$ cat src/rtl/tiny_shader_pkg.sv
// tiny_shader_pkg: shared shader timing constants and scheduler state type
package tiny_shader_pkg;
    localparam int NUM_INSTR = 10;
    localparam int H_ACTIVE  = 640;
    localparam int V_ACTIVE  = 480;
    localparam int CNT_W     = 11;
    typedef enum logic [1:0] {IDLE, RUN, DRAIN} sched_state_t;
endpackage

$ cat src/rtl/shader_pos_counter.sv
// shader_pos_counter: subpixel and coarse x/y position counters with colour-capture strobe
module shader_pos_counter #(
    parameter int NUM_INSTR = tiny_shader_pkg::NUM_INSTR,
    parameter int SUB_W     = $clog2(NUM_INSTR)
) (
    input  logic             clk_i,
    input  logic             rst_ni,
    input  logic             x_adv,
    input  logic             v_active,
    input  logic             next_vertical_i,
    input  logic             next_frame_i,
    output logic [SUB_W-1:0] x_sub,
    output logic [5:0]       x_pos,
    output logic [5:0]       y_pos,
    output logic             capture_o
);
    import tiny_shader_pkg::*;
    logic [SUB_W-1:0] y_sub;
    logic x_last, y_step, y_last;
    always_comb begin
        x_last = x_sub == SUB_W'(NUM_INSTR - 1);
        y_step = next_vertical_i && v_active;
        y_last = y_sub == SUB_W'(NUM_INSTR - 1);
    end
    always_ff @(posedge clk_i or negedge rst_ni) begin
        if (!rst_ni) begin
            x_sub     <= '0;
            y_sub     <= '0;
            x_pos     <= '0;
            y_pos     <= '0;
            capture_o <= 1'b0;
        end else begin
            x_sub     <= x_adv ? (x_last ? '0 : x_sub + SUB_W'(1)) : x_sub;
            x_pos     <= next_vertical_i ? '0 : x_pos + 6'(x_last);
            y_sub     <= next_frame_i ? '0 : y_step ? (y_last ? '0 : y_sub + SUB_W'(1)) : y_sub;
            y_pos     <= next_frame_i ? '0 : y_pos + 6'(y_step && y_last);
            capture_o <= x_last;
        end
    end
endmodule

$ cat src/rtl/shader_scheduler.sv
// shader_scheduler: pixel execute window, position sequencing and deferred shader-memory load arbitration
module shader_scheduler #(
    parameter int NUM_INSTR   = tiny_shader_pkg::NUM_INSTR,
    parameter int WIDTH       = tiny_shader_pkg::H_ACTIVE,
    parameter int HEIGHT      = tiny_shader_pkg::V_ACTIVE,
    parameter int CNT_W       = tiny_shader_pkg::CNT_W,
    parameter bit VBLANK_ONLY = 1'b1
) (
    input  logic                    clk_i,
    input  logic                    rst_ni,
    input  logic signed [CNT_W-1:0] counter_h_i,
    input  logic signed [CNT_W-1:0] counter_v_i,
    input  logic                    next_vertical_i,
    input  logic                    next_frame_i,
    input  logic                    vblank_i,
    input  logic                    load_req_i,
    input  logic [7:0]              load_instr_i,
    output logic                    load_ack_o,
    output logic                    mem_shift_o,
    output logic                    mem_load_o,
    output logic [7:0]              mem_instr_o,
    output logic                    execute_o,
    output logic [5:0]              x_pos_o,
    output logic [5:0]              y_pos_o,
    output logic                    capture_o
);
    import tiny_shader_pkg::*;
    localparam int SUB_W = $clog2(NUM_INSTR);
    sched_state_t state, state_n;
    logic [SUB_W-1:0] x_sub;
    logic [CNT_W:0] h_lead;
    logic h_active, v_active, win, sub_zero, x_last;
    always_comb begin
        h_lead      = {counter_h_i[CNT_W-1], counter_h_i} + (CNT_W+1)'(NUM_INSTR);
        h_active    = !h_lead[CNT_W] && h_lead[CNT_W-1:0] < CNT_W'(WIDTH);
        v_active    = !counter_v_i[CNT_W-1] && $unsigned(counter_v_i) < CNT_W'(HEIGHT);
        win         = rst_ni && h_active && v_active;
        sub_zero    = x_sub == '0;
        x_last      = x_sub == SUB_W'(NUM_INSTR - 1);
        load_ack_o  = rst_ni && load_req_i && !win && sub_zero && (vblank_i || !VBLANK_ONLY);
        mem_shift_o = win || !sub_zero || load_ack_o;
        mem_load_o  = load_ack_o;
        mem_instr_o = load_instr_i;
        execute_o   = win;
        state_n     = state == IDLE ? (win ? RUN : IDLE)
                    : state == RUN  ? (win ? RUN : sub_zero ? IDLE : DRAIN)
                    : state == DRAIN ? (x_last ? IDLE : DRAIN)
                    : IDLE;
    end
    always_ff @(posedge clk_i or negedge rst_ni) begin
        if (!rst_ni) state <= IDLE;
        else state <= state_n;
    end
    shader_pos_counter #(.NUM_INSTR(NUM_INSTR), .SUB_W(SUB_W)) u_pos (
        .clk_i           (clk_i),
        .rst_ni          (rst_ni),
        .x_adv           (win || !sub_zero),
        .v_active        (v_active),
        .next_vertical_i (next_vertical_i),
        .next_frame_i    (next_frame_i),
        .x_sub           (x_sub),
        .x_pos           (x_pos_o),
        .y_pos           (y_pos_o),
        .capture_o       (capture_o)
    );
endmodule

$ cat config.mk
export PLATFORM = sky130hd
export DESIGN_NAME = shader_scheduler
export DESIGN_NICKNAME = d
export VERILOG_FILES = /design/src/rtl/tiny_shader_pkg.sv /design/src/rtl/shader_pos_counter.sv /design/src/rtl/shader_scheduler.sv
export SDC_FILE = /design/constraint.sdc
export NUM_CORES = 1
export LEC_CHECK = 0
export CORE_MARGIN = 4
export CORE_UTILIZATION = 34
export CTS_CLUSTER_DIAMETER = 150
export DETAILED_ROUTE_END_ITERATION = 6
export HOLD_SLACK_MARGIN = 0.12
export PLACE_DENSITY = 0.75
export SLEW_MARGIN = 20
export SYNTH_ARGS = -nofsm -noshare
export SYNTH_HDL_FRONTEND = slang
export SYNTH_SLANG_ARGS = --single-unit
$ cat constraint.sdc
create_clock -name clk_i -period 1.67 [get_ports clk_i]
set_input_delay 0.2505 -clock clk_i [delete_from_list [all_inputs] [get_ports clk_i]]
set_output_delay 0.2505 -clock clk_i [all_outputs]
set_load 0.01 [all_outputs]
==> flow_metrics.tcl, run 1 <==
set metrics [dict create \
    fmax_mhz 580 \
    fin_nets 213 \
    grt_pass1_vias 995 \
    pin_count 61 \
    path_class "flip-flop to output pin" \
    globalplace.congestion 0.754 \
    ys_seq_elements 21 \
    crit_arrival_ns 1.47 \
    grtUsageMet3_pct 3.42 \
    wl_um 2670 \
    synthesis.area_mm2 0.00112 \
    grt_pass1_wl_um 4440 \
    final_cell_mix "buf_4 (23), clkdlybuf4s50_1 (22), dfrtp_1 (21)" \
    hp-class "primary input to async pin" \
    vdd_ir_drop_max_v 0.000276 \
    rows 20 \
    cts.sinks 21 \
    cts-root-buf "clkbuf_4" \
    grt_most_used_layer "met2" \
    core_area_mm2 0.00310 \
    final_common_cell "buf_4" \
    clock_latency_ns 0.30 \
    yosysSeqAreaShare_pct 47.0 \
    maxCapViolations 0 \
    grt_max_degree 22 \
    comb_power_share_pct 36.1 \
    cp_data_required_time_ns 1.42 \
    cts_tree "done" \
    syn_nets 157 \
    die-area_mm2 0.00427 \
    initial_core_util_pct 36.0 \
    cts.reportedPaths.clkPinSlew_ns 0.12 \
    finClkSkew_ns 0.00371 \
    period_needed_ns 1.73 \
    syn_to_final_growth_pct 59.9 \
    htree_levels 1 \
    outcome "complete, but fails checks" \
    power_density_mw_per_mm2 768 \
    intPower_w 0.000946 \
    fp.dieW_um 65.3 \
    crit_path_max_fanout 2 \
    vias 998 \
    swShare_pct 31.1 \
    dp_cells 202 \
    hpwl_um 2030 \
    violations "negative setup slack" \
    clk_path_buf_depth 2 \
    finalHoldViolations 0 \
    synthCells 115 \
    drc 0 \
    leakage_nw 0.797 \
    ys.warnings.count 0 \
    antenna_found_initial 0 \
    worstMarginPinSlew_ns 0.273 \
    wl_per_cell_um 12.5 \
    avgSynthCellArea_um2 9.72 \
    first_iter_violations 29 \
    n_antenna_cell 0 \
    worst_slack_ns -0.0554 \
    gr-usage-met2_pct 22.6 \
    fillers 281 \
    first_pass_iters 4 \
    pwr-share-clk_pct 17.7 \
    use_met1_pct 15.9 \
    final_cells 214 \
    ant_nets 0 \
    rsz0062_at_grt "true" \
    crit_path_end_kind "output pin" \
    power_w 0.00137 \
    cts_made_buffers 3 \
    drive_gt1_share_pct 33.5 \
    grt.overflow.total 0 \
    worstSetupStartpointType "flip-flop" \
    finalSetupViolations 3 \
    p_switching_w 0.000427 \
    drv_slew 0 \
    seqPwrFrac_pct 46.1 \
    via_per_inst 4.66 \
    io_buffers 38 \
    slew_headroom_pct 81.6 \
    track_usage_pct 13.2 \
    ys_types 28 \
    min_period_over_period_pct 103 \
    die_h_um 65.3 \
]
[final cells by class]
class / count / area, um^2 / area share (%)
Multi-Input combinational cell: 80 / 639 / 35.8
Inverter: 4 / 15.0 / 0.840
Tap cell: 44 / 55.1 / 3.08
Timing Repair Buffer: 61 / 524 / 29.3
Sequential cell: 21 / 526 / 29.4
Clock inverter: 1 / 5.00 / 0.280
Clock buffer: 3 / 22.5 / 1.26
[repair_timing]
| action | CTS | global route |
|---|---|---|
| setup buffers | 5 | 3 |
| endpoints found under the hold margin | 0 | 0 |
| hold buffers | 0 | 0 |
| resized for setup | 37 | 14 |
| endpoints found under the setup margin | 11 | 10 |
| pin swaps | 9 | 6 |
[worst max-delay path: stages (launching register included)]
cell     delay, ns
dfrtp_1       0.42
nor4_4        0.30
buf_4         0.15
and3b_1       0.17
buf_2         0.14
[through the flow]
stage	setup TNS (ns)	setup WS [ns]	utilization [%]	hold WS (ns)	instance area, um^2
2_1_floorplan	-0.0131	-0.00865	-	-0.0451	1150
3_3_place_gp	-3.15	-0.633	52.3	0.501	1620
3_5_place_dp	-3.54	-0.686	52.3	0.501	1620
4_1_cts	-0.160	-0.0588	54.8	0.373	1700
5_1_grt	-0.763	-0.180	57.6	0.371	1790
6_report	-0.136	-0.0554	57.6	0.365	1790
[synth_stat cells]
master	instances	area share (%)
nand3_2	1	0.90
nor2b_1	2	1.1
nand4_1	3	1.7
or2_2	1	0.56
mux2i_1	1	0.90
a31o_2	1	0.78
nand2b_1	1	0.56
inv_1	4	1.3
xor2_1	4	3.1
o21ai_0	5	2.2
nand3_1	10	4.5
or3_1	3	1.7
nor2_2	1	0.56
and3b_1	1	0.78
nor2_1	14	4.7
a22o_1	1	0.78
ha_1	6	6.7
buf_4	9	6.0
nor4_1	1	0.56
and2b_2	2	1.6
nand2_1	8	2.7
a21bo_2	1	0.90
nor3b_1	1	0.67
or4_1	1	0.67
a21oi_1	6	2.7
dfrtp_1	21	47
clkbuf_1	1	0.34
xnor2_1	5	3.9
[logic make-up (layout without fill, tap and decap cells)]
group	Yosys count	in the layout	synth area share [%]
multiplexers	1	1	0.896
flip-flops	21	21	47.0
XOR/XNOR	9	9	7.05
AND/OR/NAND/NOR	50	50	23.2
buffers and inverters	14	69	7.73
AO/OA/AOI/OAI	14	14	7.39
adder cells (fa/ha/maj)	6	6	6.72
[state kept, by name, indices dropped and copies added (netlist names)]
| name | flops |
|---|---|
| u_pos.y_pos | 6 |
| u_pos.x_sub | 4 |
| u_pos.y_sub | 4 |
| u_pos.x_pos | 6 |
| u_pos.capture_o | 1 |
[power groups by stage]
stage / combinational (W) / sequential, W / clock [W]
6_report: 0.000496 / 0.000633 / 0.000244
5_1_grt: 0.000555 / 0.000642 / 0.000280
4_1_cts: 0.000433 / 0.000610 / 0.000249
3_5_place_dp: 0.000392 / 0.000618 / 0
3_3_place_gp: 0.000380 / 0.000615 / 0
2_1_floorplan: 0.000165 / 0.000636 / 0
[routing by layer]
| metal | up-vias | routed length (um) |
|---|---|---|
| met2 | 37 | 1330 |
| met1 | 462 | 1080 |
| met3 | 5 | 224 |
| met4 | 0 | 32 |
| li1 | 494 | - |
| met5 | - | 0 |
[final timing paths]
kind                                             from                        end  slack (ns)  cells after the start
setup reg to reg           u_pos.y_sub[1]$_DFFE_PN0P_   u_pos.y_pos[4]$_DFF_PN0_       -0.03                     10
max in group asynchronous                      rst_ni   u_pos.x_pos[5]$_DFF_PN0_        1.09                      2
hold / removal                                 rst_ni  u_pos.capture_o$_DFF_PN0_        0.37                      2
min in group clk_i                    load_instr_i[0]             mem_instr_o[0]        0.50                      0
hold reg to reg              u_pos.x_pos[5]$_DFF_PN0_   u_pos.x_pos[5]$_DFF_PN0_        0.56                      2
setup / recovery           u_pos.x_sub[3]$_DFFE_PN0P_                 load_ack_o       -0.06                      4
Power figures use the tool's default switching activity.
==> run 2, diff against run 1 <==
- CORE_UTILIZATION: 34 -> 41
- GPL_TIMING_DRIVEN: not set -> 0
- PLACE_DENSITY: 0.75 -> 0.84
- RECOVER_POWER: not set -> 100
- clock period: 1.67 -> 2.2 ns (I/O delays scaled with it)
==> run 2 against run 1 <==
  * The flow now finishes without violations
  * Register-to-register slack gained 0.30 ns
  * Core utilization rose by 9.0 points
  * Setup slack better by 0.18 ns
  * Non-clock buffer count shrank 3
  * Final area is 5.1% lower
  * Total power is 34% lower
  * Clock-buffer cell count stayed put
  * Cell count down 7.9%
  * First-iteration DRC count is 52% lower
  * Clock power decreased by 25%
  * Wire length is 2.4% higher
  * Highest routed layer unchanged
==> flow_metrics.tcl, run 2 (synthesis gave the netlist of run 1 again) <==
set metrics [dict create \
    cts-root-buf "clkbuf_4" \
    dp_cells 191 \
    pin_count 61 \
    ant_nets 0 \
    die-area_mm2 0.00362 \
    antenna_found_initial 0 \
    postPlaceCellArea_mm2 0.00162 \
    startpoint "counter_h_i[9]" \
    clock_latency_ns 0.30 \
    cts.sinks 21 \
    n_antenna_cell 0 \
    fillers 225 \
    final_cells 197 \
    worst_slack_ns 0.122 \
    stdcell_area_mm2 0.00170 \
    syn_to_final_growth_pct 51.7 \
    power_density_mw_per_mm2 534 \
    path_class "primary input to output pin" \
    wl_per_cell_um 13.9 \
    crit_arrival_ns 1.75 \
    drc 0 \
    hpwl_um 2060 \
    core_area_mm2 0.00254 \
    ff_latch_area_um2 526 \
    fp.dieW_um 60.2 \
    slowest_stage "clkdlybuf4s50_1" \
    crit_path_max_fanout 4 \
    cp_data_required_time_ns 1.87 \
    rsz0062_at_grt "false" \
    wl_um 2730 \
    period_needed_ns 2.08 \
    reg.largest.list "u_pos.x_pos: 6 flops, u_pos.y_pos: 6 flops" \
    outcome "complete, no violations" \
    via_per_inst 4.88 \
    first_iter_violations 14 \
    r2r_setup_slack_ns 0.27 \
    hp-class "primary input to flip-flop" \
    first_pass_iters 2 \
    critPathBufInv 3 \
    dp_slack_ns -0.916 \
    grt_pass1_vias 959 \
    clk_path_buf_depth 2 \
    slowest_delay_ns 0.50 \
    drv_slew 0 \
    final_common_cell "dlygate4sd3_1" \
    grt.overflow.total 0 \
    fin_nets 210 \
    io_buffers 46 \
    slew_headroom_pct 38.2 \
    vias 961 \
    cp_top_family "buffers and inverters" \
    multi_input_area_um2 519 \
    finalSetupViolations 0 \
    rows 18 \
    die_h_um 60.2 \
    min_period_over_period_pct 94.5 \
    hp-start "counter_h_i[8]" \
    finClkSkew_ns 0.000512 \
    grt_max_degree 22 \
    worstSetupStartpointType "primary input" \
    final_cell_mix "dlygate4sd3_1 (23), dfrtp_1 (21), nor2_1 (14)" \
    maxCapViolations 0 \
    cts_tree "done" \
    finalHoldViolations 0 \
    drive_gt1_share_pct 13.8 \
    cts_made_buffers 3 \
    initial_core_util_pct 43.9 \
    htree_levels 1 \
    fmax_mhz 481 \
    vdd_ir_drop_max_v 0.000398 \
    leakage_nw 0.880 \
    grt_pass1_wl_um 4130 \
    cts.reportedPaths.clkPinSlew_ns 0.11 \
    worstMarginPinSlew_ns 0.924 \
    cp_cell_sequence "clkdlybuf4s50_1 -> a21bo_2 -> nand4_1 -> a31o_4 -> and3b_1 -> clkbuf_4 -> buf_6" \
    globalplace.congestion 0.726 \
    track_usage_pct 15.3 \
    crit_path_end_kind "output pin" \
    worstReg2RegStart "u_pos.y_sub[1]$_DFFE_PN0P_" \
]
## run 2: cell types whose count changed in the layout (fill, tap and decap cells not counted), sizes merged, moves of 2 or more
cell | before | now
dlygate4sd3 | 0 | 23
dlymetal6s2s | 0 | 9
dlygate4sd2 | 12 | 2
clkbuf | 3 | 5
buf | 27 | 10
clkdlybuf4s50 | 22 | 10
## run 2: metrics by stage
stage	util (%)	power (W)	setup TNS, ns	hold slack, ns
floorplan	-	0.000607	0	0.0344
finish	66.6	0.000905	0	0.537
global placement	63.5	0.000716	-3.02	0.504
CTS	64.8	0.000912	-0.254	0.528
global route	66.6	0.000976	0	0.569
detailed placement	63.5	0.000730	-3.14	0.507
## run 2: path summary, 6_finish.rpt
path | to | cells after the start
worst min register to register | u_pos.x_sub[2]$_DFFE_PN0P_ | 1
worst max register to register | u_pos.y_pos[4]$_DFF_PN0_ | 10
worst max-delay path | mem_load_o | 7
worst min-delay path | u_pos.x_sub[0]$_DFFE_PN0P_ | 5
min in group asynchronous | u_pos.x_pos[4]$_DFF_PN0_ | 2
max in group asynchronous | u_pos.x_sub[0]$_DFFE_PN0P_ | 2
## run 2: metal layers
metal  part of all wire [%]  track usage, %  vias to the layer above
li1                       -               -                      485
met1                     38            17.7                      448
met2                     55            26.9                       26
met3                    6.5            4.97                        2
met4                   0.51            3.80                        0
met5                      0               0                        -
## run 2: where the power goes
group / internal [W] / switching (W)
clock: 0.0000678 / 0.000114
combinational: 0.000132 / 0.0000998
sequential: 0.000430 / 0.0000616
## run 2: area by class of cell
type,count,area share (%)
buffer,10,4.21
clock buffer,3,1.33
clock inverter,1,0.295
inverter,4,0.886
multi-input combinational,80,30.6
sequential,21,31.0
tap,30,2.21
timing repair buffer,48,29.4
## run 2: repair_timing
item / in CTS / in global routing
cloned: 0 / 0
hold buffers: 1 / 0
resized for setup: 7 / 18
endpoints found under the hold margin: 21 / 0
setup endpoints to repair: 4 / 2
buffers inserted: 0 / 1
pin swaps: 1 / 3
## run 2: worst register-to-register path, stage by stage, from the launching register on
cell     delay, ns
dfrtp_1       0.42
inv_1         0.07
ha_1          0.15
nand2_1       0.07
or2_2         0.29
nor2_1        0.11
ha_1          0.18
ha_1          0.19
nand3_1       0.10
xor2_1        0.18
nor2_1        0.06
==> run 3, diff against run 2 <==
- CAP_MARGIN: not set -> 20
- PLACE_DENSITY: 0.84 -> 0.89
==> run 3 against run 2 <==
  * Cell count did not move
  * Total power rose by 0.73%
  * Worst hold slack improved by 0.016 ns
  * Clock skew rose by 0.0015 ns
  * Sequential power barely moved
  * Die area did not move
  * Critical path depth did not move
  * Critical path type unchanged
==> flow_metrics.tcl, run 3 (synthesis gave the netlist of run 1 again) <==
set metrics [dict create \
    wl_um 2970 \
    cts.sinks 21 \
    drv_slew 0 \
    worstSetupStartpointType "primary input" \
    clk_path_buf_depth 2 \
    cts_made_buffers 3 \
    crit_path_max_fanout 3 \
    wl_met3_um 341 \
    p_switching_w 0.000278 \
    cts_tree "done" \
    io_buffers 46 \
    power_density_mw_per_mm2 535 \
    cp_cell_sequence "clkdlybuf4s50_1 -> a21bo_2 -> nand4_1 -> a31o_4 -> and3b_1 -> buf_4 -> buf_6" \
    path_class "primary input to output pin" \
    drc 0 \
    finalHoldViolations 0 \
    outcome "complete, no violations" \
    cts.reportedPaths.clkPinSlew_ns 0.11 \
    maxCapViolations 0 \
    final_common_cell "dlygate4sd3_1" \
    first_pass_iters 4 \
    globalplace.congestion 0.755 \
    power_w 0.000912 \
    fmax_mhz 478 \
    period_needed_ns 2.09 \
    grt_pass1_vias 1037 \
    fin_nets 210 \
    n_antenna_cell 0 \
    comb_power_share_pct 26.2 \
    grt.overflow.total 0 \
    vias 1041 \
    syn_to_final_growth_pct 52.6 \
    hold_slack_ns 0.553 \
    reg.largest.list "u_pos.x_pos: 6 flops, u_pos.y_pos: 6 flops" \
    wl_per_cell_um 15.1 \
    finClkSkew_ns 0.00206 \
    vdd_ir_drop_max_v 0.000504 \
    slew_headroom_pct 40.2 \
    via_per_inst 5.28 \
    top_layer "met4" \
    pwr-share-clk_pct 19.9 \
    crit_arrival_ns 1.76 \
    finalSetupViolations 0 \
    critPathBufInv 3 \
    crit_path_end_kind "output pin" \
    cp_top_family "buffers and inverters" \
    rsz0062_at_grt "false" \
    fp.dieW_um 60.2 \
    slowest_stage "clkdlybuf4s50_1" \
    final_cell_mix "dlygate4sd3_1 (23), dfrtp_1 (21), nor2_1 (14)" \
    htree_levels 1 \
    pin_count 61 \
    swShare_pct 30.5 \
    hpwl_um 2180 \
    first_iter_violations 32 \
    die-area_mm2 0.00362 \
    ant_nets 0 \
    seqPwrFrac_pct 53.9 \
    initial_core_util_pct 43.9 \
    worstMarginPinSlew_ns 0.895 \
    fillers 206 \
    antenna_found_initial 0 \
    rows 18 \
    route.met2.wl_um 1490 \
    slowest_delay_ns 0.50 \
    intPower_w 0.000634 \
    hp-class "flip-flop to flip-flop" \
    clock_latency_ns 0.30 \
    grt_max_degree 22 \
    die_h_um 60.2 \
    leakage_nw 0.874 \
    wl_met1_um 1090 \
    track_usage_pct 16.6 \
    grt_pass1_wl_um 4530 \
    cp_data_required_time_ns 1.87 \
    drive_gt1_share_pct 15.0 \
    core_area_mm2 0.00254 \
    min_period_over_period_pct 95.2 \
    cts-root-buf "clkbuf_4" \
]
## run 3: power groups by stage
stage	clock network (W)	logic, W	registers [W]
after floorplan	0	0.000125	0.000483
after global placement	0	0.000230	0.000486
after detailed placement	0	0.000245	0.000489
after CTS	0.000194	0.000239	0.000484
after global routing	0.000212	0.000268	0.000500
final	0.000181	0.000239	0.000492
## run 3: repair_timing
item / in CTS / in global routing
pin swaps: 1 / 2
gates resized for setup: 8 / 19
setup buffers: 0 / 1
setup endpoints to repair: 4 / 3
endpoints found under the hold margin: 21 / 0
hold buffers: 1 / 0
## run 3: metal layers
layer | up-vias | global-route usage [%]
li1 | 486 | -
met1 | 486 | 18.9
met2 | 60 | 29.2
met3 | 9 | 6.48
met4 | 0 | 3.80
met5 | - | 0
## run 3: final timing paths
path / start / to / slack, ns / cells past startpoint
max: counter_h_i[9] / mem_load_o / 0.11 / 7
min: u_pos.x_sub[2]$_DFFE_PN0P_ / u_pos.x_sub[2]$_DFFE_PN0P_ / 0.55 / 1
max reg2reg: u_pos.y_sub[1]$_DFFE_PN0P_ / u_pos.y_pos[4]$_DFF_PN0_ / 0.28 / 10
min reg2reg: u_pos.x_sub[2]$_DFFE_PN0P_ / u_pos.x_sub[2]$_DFFE_PN0P_ / 0.55 / 1
max in group asynchronous: rst_ni / u_pos.y_pos[3]$_DFF_PN0_ / 0.70 / 2
min in group asynchronous: rst_ni / u_pos.x_pos[2]$_DFF_PN0_ / 0.96 / 2
## run 3: layout make-up
class	instances	area [um^2]	share of cell area, %
Tap cell	30	37.5	2.20
Inverter	4	15.0	0.880
Timing Repair Buffer	48	495	29.1
Buffer	10	71.3	4.18
Clock buffer	4	26.3	1.54
Sequential cell	21	526	30.8
Multi-Input combinational cell	80	534	31.3
## run 3: metrics by stage
step	utilization (%)	TNS (ns)	instance area (um^2)	worst slack, ns	instances
after floorplan	-	0	1120	0.485	115
after global placement	63.5	-3.03	1620	-0.878	191
after detailed placement	63.5	-3.25	1620	-0.939	191
after CTS	64.7	-0.296	1650	-0.205	196
after global routing	67.0	0	1710	0.0101	197
final	67.0	0	1710	0.106	197
